## src/rtl/qsys_serial_pkg.sv

```systemverilog
// Shared definitions for the Qsys serial link: frame geometry, field slicing
// and the responder state encoding. The master side uses the same slices.
package qsys_serial_pkg;

    localparam int unsigned FRAME_BITS = 65;
    localparam int unsigned RESP_BITS  = 32;
    localparam int unsigned RW_BIT     = 64;
    localparam int unsigned ADDR_MSB   = 63;
    localparam int unsigned ADDR_LSB   = 32;
    localparam int unsigned DATA_MSB   = 31;
    localparam int unsigned DATA_LSB   = 0;

    typedef logic [FRAME_BITS-1:0] frame_t;

    typedef enum logic [2:0] {
        ST_IDLE,
        ST_SHIFT,
        ST_ACCESS,
        ST_RETURN,
        ST_DRAIN
    } state_t;

    function automatic logic [31:0] frame_addr(input frame_t f);
        return f[ADDR_MSB:ADDR_LSB];
    endfunction

    function automatic logic [31:0] frame_data(input frame_t f);
        return f[DATA_MSB:DATA_LSB];
    endfunction

endpackage

```

## src/rtl/qsys_serial_shifter.sv

```systemverilog
// Parallel-load shift register with a count of shifts since the last load;
// serves as both the command deserialiser and the response serialiser.
module qsys_serial_shifter #(
    parameter int unsigned WIDTH     = 32,
    parameter bit          MSB_FIRST = 1'b1,
    parameter int unsigned CW        = $clog2(WIDTH + 1)
) (
    input  logic             clk,
    input  logic             rst,
    input  logic             load,
    input  logic [WIDTH-1:0] load_data,
    input  logic             shift,
    input  logic             shift_in,
    output logic [WIDTH-1:0] data,
    output logic             shift_out,
    output logic [CW-1:0]    count
);

    always_ff @(posedge clk or posedge rst) begin
        if (rst) begin
            data  <= '0;
            count <= '0;
        end else if (load) begin
            data  <= load_data;
            count <= '0;
        end else if (shift) begin
            if (MSB_FIRST) data <= {data[WIDTH-2:0], shift_in};
            else           data <= {shift_in, data[WIDTH-1:1]};
            count <= count + CW'(1);
        end
    end

    assign shift_out = MSB_FIRST ? data[WIDTH-1] : data[0];

endmodule

```

## src/rtl/qsys_serial_responder.sv

```systemverilog
// Device-end responder: deserialises a 65-bit command from sdi/sle, runs one
// local bus access with stall timeout, and returns a 32-bit result on sdo/srdy.
module qsys_serial_responder #(
    parameter int unsigned address_size = 8,
    parameter int unsigned TIMEOUT      = 255,
    parameter logic [31:0] ERR_DATA     = 32'hDEADBEEF
) (
    input  logic                    csi_MCLK_clk,
    input  logic                    rsi_MRST_reset,
    input  logic                    sdi,
    input  logic                    sle,
    output logic                    sdo,
    output logic                    srdy,
    output logic [address_size-1:0] loc_address,
    output logic                    loc_write,
    output logic                    loc_read,
    output logic [31:0]             loc_writedata,
    input  logic [31:0]             loc_readdata,
    input  logic                    loc_waitrequest,
    output logic                    frame_err
);
    import qsys_serial_pkg::*;

    localparam int unsigned RX_CW = $clog2(FRAME_BITS + 1);
    localparam int unsigned TX_CW = $clog2(RESP_BITS + 1);
    localparam logic [RX_CW-1:0] RX_FULL   = RX_CW'(FRAME_BITS);
    localparam logic [TX_CW-1:0] TX_DONE   = TX_CW'(RESP_BITS);
    localparam logic [TX_CW-1:0] TX_LASTHI = TX_CW'(RESP_BITS - 1);
    localparam logic [7:0]       STALL_MAX = 8'(TIMEOUT - 1);

    state_t state, state_d;
    logic sle_q, sle_qq, start;
    logic [7:0] stall_cnt, stall_cnt_d;

    logic rx_load, rx_shift, rx_sout;
    frame_t rx_data;
    logic [RX_CW-1:0] rx_count;
    logic tx_load, tx_shift, tx_sout;
    logic [RESP_BITS-1:0] tx_load_data, tx_par;
    logic [TX_CW-1:0] tx_count;

    logic rw;
    logic [31:0] wire_addr, wire_data;
    logic unused_bits;

    logic sdo_d, srdy_d, loc_write_d, loc_read_d, frame_err_d;
    logic [address_size-1:0] loc_address_d;
    logic [31:0] loc_writedata_d;

    // Frames start only on a rising sle_q, so a strobe still high on return to IDLE is ignored.
    assign start     = sle_q && !sle_qq;
    assign rw        = rx_data[RW_BIT];
    assign wire_addr = frame_addr(rx_data);
    assign wire_data = frame_data(rx_data);
    assign unused_bits = ^{wire_addr, tx_par, rx_sout};

    qsys_serial_shifter #(.WIDTH(FRAME_BITS), .MSB_FIRST(1'b1)) u_rx (
        .clk(csi_MCLK_clk), .rst(rsi_MRST_reset),
        .load(rx_load), .load_data('0), .shift(rx_shift), .shift_in(sdi),
        .data(rx_data), .shift_out(rx_sout), .count(rx_count)
    );

    qsys_serial_shifter #(.WIDTH(RESP_BITS), .MSB_FIRST(1'b1)) u_tx (
        .clk(csi_MCLK_clk), .rst(rsi_MRST_reset),
        .load(tx_load), .load_data(tx_load_data), .shift(tx_shift), .shift_in(1'b0),
        .data(tx_par), .shift_out(tx_sout), .count(tx_count)
    );

    always_ff @(posedge csi_MCLK_clk or posedge rsi_MRST_reset) begin
        if (rsi_MRST_reset) begin
            state  <= ST_IDLE;
            sle_q  <= 1'b0;
            sle_qq <= 1'b0;
        end else begin
            state  <= state_d;
            sle_q  <= sle;
            sle_qq <= sle_q;
        end
    end

    always_comb begin
        state_d = state;
        unique case (state)
            ST_IDLE:   if (start) state_d = ST_SHIFT;
            ST_SHIFT: begin
                if (sle_q) begin
                    if (rx_count == RX_FULL) state_d = ST_DRAIN;
                end else begin
                    state_d = (rx_count == RX_FULL) ? ST_ACCESS : ST_DRAIN;
                end
            end
            ST_ACCESS: if (!loc_waitrequest || stall_cnt == STALL_MAX) state_d = ST_RETURN;
            ST_RETURN: if (tx_count == TX_DONE) state_d = ST_IDLE;
            ST_DRAIN:  if (!sle_q) state_d = ST_IDLE;
            default:   state_d = ST_IDLE;
        endcase
    end

    always_comb begin
        loc_address_d   = loc_address;
        loc_writedata_d = loc_writedata;
        loc_write_d     = loc_write;
        loc_read_d      = loc_read;
        sdo_d           = 1'b0;
        srdy_d          = 1'b0;
        frame_err_d     = 1'b0;
        stall_cnt_d     = '0;
        rx_load         = 1'b0;
        rx_shift        = 1'b0;
        tx_load         = 1'b0;
        tx_shift        = 1'b0;
        tx_load_data    = ERR_DATA;
        unique case (state)
            ST_IDLE: begin
                rx_load  = !start;
                rx_shift = start;
            end
            ST_SHIFT: begin
                if (sle_q) begin
                    if (rx_count != RX_FULL) rx_shift = 1'b1;
                    else                     frame_err_d = 1'b1;
                end else if (rx_count == RX_FULL) begin
                    loc_address_d   = wire_addr[address_size-1:0];
                    loc_write_d     = rw;
                    loc_read_d      = !rw;
                    loc_writedata_d = rw ? wire_data : '0;
                end else begin
                    frame_err_d = 1'b1;
                end
            end
            ST_ACCESS: begin
                if (!loc_waitrequest || stall_cnt == STALL_MAX) begin
                    loc_write_d = 1'b0;
                    loc_read_d  = 1'b0;
                    tx_load     = 1'b1;
                    srdy_d      = 1'b1;
                    if (!loc_waitrequest) tx_load_data = rw ? wire_data : loc_readdata;
                end else begin
                    stall_cnt_d = stall_cnt + 8'd1;
                end
            end
            ST_RETURN: begin
                // The leading srdy cycle carries sdo=0, so data trails the strobe by one cycle.
                if (tx_count != TX_DONE) begin
                    tx_shift = 1'b1;
                    sdo_d    = tx_sout;
                    srdy_d   = tx_count < TX_LASTHI;
                end
            end
            ST_DRAIN: ;
            default: ;
        endcase
    end

    always_ff @(posedge csi_MCLK_clk or posedge rsi_MRST_reset) begin
        if (rsi_MRST_reset) begin
            loc_address   <= '0;
            loc_writedata <= '0;
            loc_write     <= 1'b0;
            loc_read      <= 1'b0;
            sdo           <= 1'b0;
            srdy          <= 1'b0;
            frame_err     <= 1'b0;
            stall_cnt     <= '0;
        end else begin
            loc_address   <= loc_address_d;
            loc_writedata <= loc_writedata_d;
            loc_write     <= loc_write_d;
            loc_read      <= loc_read_d;
            sdo           <= sdo_d;
            srdy          <= srdy_d;
            frame_err     <= frame_err_d;
            stall_cnt     <= stall_cnt_d;
        end
    end

endmodule
```

## config.mk

```make
export PLATFORM = sky130hd
export DESIGN_NAME = qsys_serial_responder
export DESIGN_NICKNAME = d
export VERILOG_FILES = /design/src/rtl/qsys_serial_pkg.sv /design/src/rtl/qsys_serial_shifter.sv /design/src/rtl/qsys_serial_responder.sv
export SDC_FILE = /design/constraint.sdc
export NUM_CORES = 1
export LEC_CHECK = 0
export ABC_AREA = 1
export BUFFER_PORTS_ARGS = -buffer_cell sky130_fd_sc_hd__buf_2
export CORE_ASPECT_RATIO = 0.75
export CORE_UTILIZATION = 56
export CTS_BUF_LIST = sky130_fd_sc_hd__clkbuf_4
export CTS_CLUSTER_DIAMETER = 100
export CTS_CLUSTER_SIZE = 14
export DETAILED_ROUTE_END_ITERATION = 12
export PLACE_DENSITY = 0.77
export SYNTH_ARGS = -nofsm -noshare
export SYNTH_HDL_FRONTEND = slang
export SYNTH_SLANG_ARGS = --single-unit
```

## constraint.sdc

```tcl
create_clock -name csi_MCLK_clk -period 8.1 [get_ports csi_MCLK_clk]
set_input_delay 0.405 -clock csi_MCLK_clk [delete_from_list [all_inputs] [get_ports csi_MCLK_clk]]
set_output_delay 0.405 -clock csi_MCLK_clk [all_outputs]
set_load 0.02 [all_outputs]
```

==> results of run 1 <==
## tightest hold or removal path, stage by stage
cell and delay [ns]:
buf_2 0.10, nand3_1 0.07, o21ai_0 0.07
## registers in the layout, indices dropped and copies added, names as in the netlist
register	flops
sle_qq	1
sle_q	1
loc_write	1
u_rx.data	65
state	3
frame_err	1
loc_read	1
srdy	1
u_tx.data	32
loc_writedata	32
sdo	1
loc_address	8
u_tx.count	6
u_rx.count	7
stall_cnt	8
## cells in the mapped netlist
| master | number |
|---|---|
| nand2_1 | 203 |
| dfrtp_1 | 168 |
| nand3_1 | 126 |
| inv_1 | 97 |
| o22ai_1 | 65 |
| o21ai_0 | 32 |
| nor2_1 | 29 |
| clkbuf_1 | 23 |
| o21ai_1 | 22 |
| buf_2 | 11 |
| buf_4 | 8 |
| ha_1 | 7 |
| nor3_1 | 6 |
| buf_6 | 5 |
| nand2_2 | 5 |
| nand4_1 | 5 |
| xor2_1 | 5 |
| a21oi_1 | 4 |
| inv_2 | 4 |
| nor2_2 | 4 |
| nor2_4 | 4 |
| o211ai_1 | 3 |
| nand3_2 | 2 |
| a21boi_0 | 1 |
| buf_1 | 1 |
| clkinv_1 | 1 |
| nand2_4 | 1 |
| o22ai_2 | 1 |
## layout by cell type, fill, tap and decap left out
cell / n
o211ai_1: 3
nor2_2: 4
clkbuf_4: 17
buf_2: 81
nand3_1: 126
clkinv_4: 1
inv_8: 4
a21boi_0: 1
nor2_1: 29
clkinvlp_4: 1
xor2_1: 5
dlygate4sd3_1: 2
nand2_4: 1
o21ai_0: 32
o21ai_1: 22
ha_1: 7
nor3_1: 6
o22ai_1: 65
a21oi_1: 4
clkinv_1: 1
inv_1: 96
nand2_2: 5
nor2_4: 4
nand2_1: 203
nand3_2: 2
inv_2: 4
dfrtp_1: 168
buf_4: 3
nand4_1: 5
o22ai_2: 1
inv_6: 5
clkinv_8: 5
## metal layers
layer | wire (microns) | GRT usage (%) | part of all wire, %
met3 | 896 | 5.01 | 5.4
met4 | 226 | 6.40 | 1.4
met1 | 8190 | 39.7 | 49
met5 | 0 | 0 | 0
met2 | 7360 | 36.3 | 44
## final cells by class
type,count,area share [%]
timing repair buffer,86,5.51
clock buffer,17,1.57
sequential,168,51.7
tap,171,2.63
inverter,102,4.77
clock inverter,15,2.19
multi-input combinational,525,31.6
## worst max path at each step
stage                         startpoint  depth (start not counted)             to
after floorplan           rsi_MRST_reset                          1      frame_err
after global placement     u_rx.count[0]                         10  u_rx.count[0]
after detailed placement   u_rx.count[0]                         10  u_rx.count[0]
after CTS                  u_rx.count[0]                         10  u_rx.count[0]
after global routing       u_rx.count[0]                         10  u_rx.data[61]
final                      u_rx.count[0]                         10  u_rx.count[0]
## logic make-up (layout without fill, tap and decap cells)
family          count (synthesis)  count (layout)
simple gates                  385             385
flops                         168             168
buf+inv                       150             220
compound gates                128             128
fa+ha+maj                       7               7
xor+xnor                        5               5
## report_power, final
| group | internal, mW | leakage [nW] | switching [mW] |
|---|---|---|---|
| clock network | 0.147 | 0.159 | 0.352 |
| logic | 0.0699 | 1.56 | 0.202 |
| registers | 0.870 | 2.23 | 0.0271 |
## metrics by stage
stage	worst slack, ns	instance area, sq um	util [%]
2_1_floorplan	3.15	7410	-
3_3_place_gp	5.05	7800	60.1
3_5_place_dp	5.03	7800	60.1
4_1_cts	5.00	8130	62.6
5_1_grt	4.69	8130	62.6
6_report	4.97	8130	62.6
==> impl_metrics.yaml, run 1 <==
timing:
  hold_viol_final: 0
  final_max_slew_viol_count: 0
  fin_crit_ns: 3.13
  setup_violations: 0
  fmax_ghz: 0.319
  rsz0062_at_grt: "no"
  tightest_slew_ns: 1.19
  fin_skew_ns: 0.0275
  holdWs_ns: 0.106
  max_slew_margin_pct: 20.6
  tns_ns: 0
  fin_crit_sh_pct: 38.6
cells_and_area:
  multi_input_area_sq_mm: 0.00257
  drive_above_1_share_pct: 15.1
  nets: 944
  seqCellArea_sq_mm: 0.00420
  n_antenna_cell: 0
  synthToLayoutAreaGrowth_pct: 9.58
  fill_cells: 1144
  fin_cells: 1084
critical_path:
  start_kind: "flip-flop"
  cp_num_buf_inv: 2
  worst_path_max_delay_cell: "nand2_2"
  crit_type: "flip-flop to flip-flop"
  cp_top_family: "simple AND/OR/NAND/NOR gates"
  r2r_slack_ns: 4.97
  path_common_cell: "ha_1"
  path_cells: "ha_1 > nand2_1 > inv_1 > nand3_1 > ha_1 > nor2_2 > nor2_4 > buf_4 > nand2_2 > o21ai_0"
  required_ns: 8.56
  crit-reg2reg-launch: "u_rx.count[0]"
  crit_arrival_ns: 3.59
  max_stage_delay_ns: 0.85
  path_max_fanout: 72
  rr_worst_depth: 10
  critPathCaptureType: "flip-flop"
  reg2reg_to: "u_rx.count[0]"
synth:
  synth-seq-cells: 168
  synth_cell_types: 28
  synthMuxAreaShare_pct: 0
  syn_area_sq_mm: 0.00741
  synthAdderAreaFrac_pct: 1.18
  yosysWarnings: 0
  synthCells: 843
  yosys.area_share.xor_xnor_pct: 0.591
  synth-simple-area-share_pct: 22.9
  yosysSeqAreaShare_pct: 56.7
  synthesis.nets: 887
  synth_top_family_by_area: "simple AND/OR/NAND/NOR gates"
  yosysTopAreaCellShare_pct: 56.7
  synth_top_cell_by_area: "dfrtp_1"
  synth-compound-area-share_pct: 9.97
  yosys-top-cells-area: "dfrtp_1 (57%), nand2_1 (10%), nand3_1 (8.5%), o22ai_1 (5.5%), inv_1 (4.9%)"
  syn_area_per_cell_sq_um: 8.80
route:
  routed_wl_mm: 16.7
  initialDrtViolationCount: 684
  vias: 5904
  first_pass_iters: 4
  wire_per_inst_microns: 15.4
  drt-vias-per-instance: 5.45
  drc: 0
  drtAntennaViolNets: 0
hold_path:
  hold_class: "primary input to flip-flop"
  hold_depth: 3
  hp-start: "sdi"
  min_to: "u_rx.data[0]"
outcome:
  status: "finished clean"
power:
  p_per_area_mw_per_mm2: 205
  total_power_mw: 1.67
  vdd_drop_max_mv: 0.148
  p_leak_nw: 3.95
cts:
  cts_resized: 0
  cts_buffer_depth: 2
  cts_tree: "yes"
  h-tree-depth: 4
  clk_latency_ns: 0.57
  clkTransAtPathRegs_ns: 0.17
  cts_root_buffer: "clkbuf_4"
  holdBufCountCts: 2
  cts_made_buffers: 17
  cts.sinks: 168
  post_cts_buffers: 0
flow_run:
  drv_cap: 0
floorplan:
  row_count: 36
  pin_count: 82
  die_y_microns: 102
  core-area_sq_mm: 0.0130
  dieArea_sq_mm: 0.0137
  fp.dieW_microns: 135
  start_util_pct: 57.2
placed_design:
  numPortBuffers: 81
  place_congestion: 0.974
  dpl.hpwl_mm: 11.2
  place_inst: 1050
grt:
  antenna_found_initial: 0
  track_usage_pct: 25.4
  grt_pass1_wl_mm: 26.6
  grt_pass1_vias: 5208
  grt_max_degree: 88
  grt-ovfl-total: 0
Note: power is estimated with default switching activity, not from simulation.
==> run 2, diff against run 1 <==
CORE_UTILIZATION = 55   (was 56)
PLACE_DENSITY = 0.79   (was 0.77)
clock period = 2.59 ns   (was 8.1 ns; I/O delays follow)
==> run 2 against run 1 <==
- sequential share of layout area is 2.8 points lower
- register-to-register slack worse by 4.7 ns
- clock power grew to 3.1 times the previous value
- wire length is 7.7% higher
- first-iteration DRC count is 11% lower
- flip-flop and latch count stayed put
- fmax is 38% higher
- highest routed layer unchanged
- die area is 1.8% higher
- global-route usage is 1.9 points higher
- total power grew to 3.2 times the previous value
==> impl_metrics.yaml, run 2 (synthesized netlist as in run 1, its figures left out) <==
critical_path:
  crit_type: "flip-flop to flip-flop"
  crit_arrival_ns: 2.80
  rr_worst_depth: 11
  path_max_fanout: 24
  max_stage_delay_ns: 0.58
  crit-reg2reg-launch: "state[2]"
  path_cells: "inv_2 > nand2_1 > nor2_4 > buf_4 > inv_2 > nor2_4 > nand2_1 > dlygate4sd3_1 > nand2_1 > nand2_1 > inv_1"
  worst_path_max_delay_cell: "dlygate4sd3_1"
  start_kind: "flip-flop"
  r2r_slack_ns: 0.31
  path_common_cell: "nand2_1"
  reg2reg_to: "u_tx.data[22]"
  required_ns: 3.11
  critPathCaptureType: "flip-flop"
route:
  initialDrtViolationCount: 611
  met2_length_mm: 8.31
  drtAntennaViolNets: 0
  routed_wl_mm: 17.9
  first_pass_iters: 6
  wire_per_inst_microns: 15.9
  top_layer: "met4"
  wl_met3_mm: 1.28
  drt-vias-per-instance: 5.49
  drc: 0
  vias: 6188
  met1_length_mm: 7.91
power:
  combinationalPowerShare_pct: 18.7
  net-switching-power_mw: 1.85
  p_int_mw: 3.51
  pwr-share-clk_pct: 29.0
  p_seq_share_pct: 52.2
  vdd_drop_max_mv: 0.377
  p_per_area_mw_per_mm2: 625
  total_power_mw: 5.36
  switching_share_pct: 34.5
  p_leak_nw: 4.15
cells_and_area:
  reg.largest.list: "u_rx.data x65, loc_writedata x32, u_tx.data x32"
  largest_reg_flops: 65
  mostFrequentLayoutCell: "nand2_1"
  seqCellArea_sq_mm: 0.00420
  drive_above_1_share_pct: 15.5
  fin_cells: 1128
  multi_input_area_sq_mm: 0.00257
  top_register: "u_rx.data"
  n_antenna_cell: 0
  synthToLayoutAreaGrowth_pct: 15.8
  layout_common_cells: "nand2_1 (203), dfrtp_1 (168), nand3_1 (126)"
  fill_cells: 1056
  nets: 988
timing:
  tns_ns: 0
  setup_violations: 0
  hold_viol_final: 0
  setup_slack_ns: 0.314
  tightest_slew_ns: 0.739
  rsz0062_at_grt: "no"
  fin_crit_sh_pct: 87.9
  fin_skew_ns: 0.0271
  fin_crit_ns: 2.28
  max_slew_margin_pct: 50.7
  fmax_ghz: 0.439
  final_max_slew_viol_count: 0
  holdWs_ns: 0.0271
placed_design:
  place_inst: 1060
  numPortBuffers: 81
  place_ws_ns: 0.517
  dpl.hpwl_mm: 11.6
  place_congestion: 0.836
floorplan:
  dieArea_sq_mm: 0.0140
  row_count: 36
  core-area_sq_mm: 0.0131
  fp.dieW_microns: 136
  die_y_microns: 103
  start_util_pct: 56.8
  pin_count: 82
cts:
  cts_tree: "yes"
  cts_resized: 0
  cts_buffer_depth: 2
  clk_latency_ns: 0.57
  cts_root_buffer: "clkbuf_4"
  h-tree-depth: 4
  clkTransAtPathRegs_ns: 0.16
  cts_made_buffers: 17
  cts.sinks: 168
flow_run:
  drv_cap: 0
outcome:
  status: "finished clean"
grt:
  grt-ovfl-total: 0
  grt_pass1_wl_mm: 28.8
  track_usage_pct: 27.3
  antenna_found_initial: 0
  grt_pass1_vias: 5688
  grt_max_degree: 121
hold_path:
  hold_class: "primary input to asynchronous set/reset pin"
run 2: changes by cell type in the layout (fill, tap and decap cells not counted):
| cell | change |
|---|---|
| buf_4 | +6 |
| clkinv_4 | +3 |
| dlygate4sd3_1 | +34 |
| clkinv_8 | -1 |
| inv_6 | -3 |
| buf_12 | +4 |
| inv_8 | +1 |
run 2: worst max-delay path by stage:
stage / start / to / slack (ns) / cells after the start
floorplan: rsi_MRST_reset / frame_err / 0.32 / 1
global placement: u_rx.count[0] / u_rx.count[4] / 0.58 / 12
CTS: state[2] / u_tx.data[22] / 0.38 / 11
global route: state[2] / u_tx.data[22] / 0.15 / 11
finish: state[2] / u_tx.data[22] / 0.31 / 11
detailed placement: u_rx.count[0] / u_rx.count[4] / 0.52 / 12
run 2: repair_timing:
action,4_1_cts,5_1_grt
hold buffers,36,0
endpoints found under the hold margin,206,0
buffers inserted,0,0
run 2: cell type report:
| cell class | instances | area share (%) |
|---|---|---|
| sequential | 168 | 49.0 |
| multi-input combinational | 525 | 29.9 |
| timing repair buffer | 130 | 10.6 |
| clock buffer | 17 | 1.49 |
| inverter | 102 | 4.50 |
| clock inverter | 15 | 2.03 |
| tap | 171 | 2.49 |
run 2: critical path: cells and delay by family (launching register included):
kind	cells	cell delay (ns)
simple gates	6	0.69
buf+inv	5	1.10
flops	1	0.44
run 2: metrics by stage:
step	util, %	instance area (sq um)
3_3_place_gp	60.7	7920
6_report	65.7	8590
4_1_cts	65.7	8590
5_1_grt	65.7	8590
3_5_place_dp	60.7	7920
2_1_floorplan	-	7420
run 2: layer usage:
layer / vias to the layer above / global-route usage, %
met5: - / 0
met4: 0 / 11.3
met3: 47 / 5.31
met2: 222 / 39.9
met1: 2945 / 40.1
li1: 2974 / -
run 2: power by group through the flow:
stage	logic, mW	registers (mW)	clock network [mW]
3_5_place_dp	0.956	2.85	0
3_3_place_gp	0.940	2.85	0
5_1_grt	1.10	2.82	1.70
2_1_floorplan	0.713	2.84	0
4_1_cts	1.00	2.80	1.59
6_report	1.00	2.80	1.56
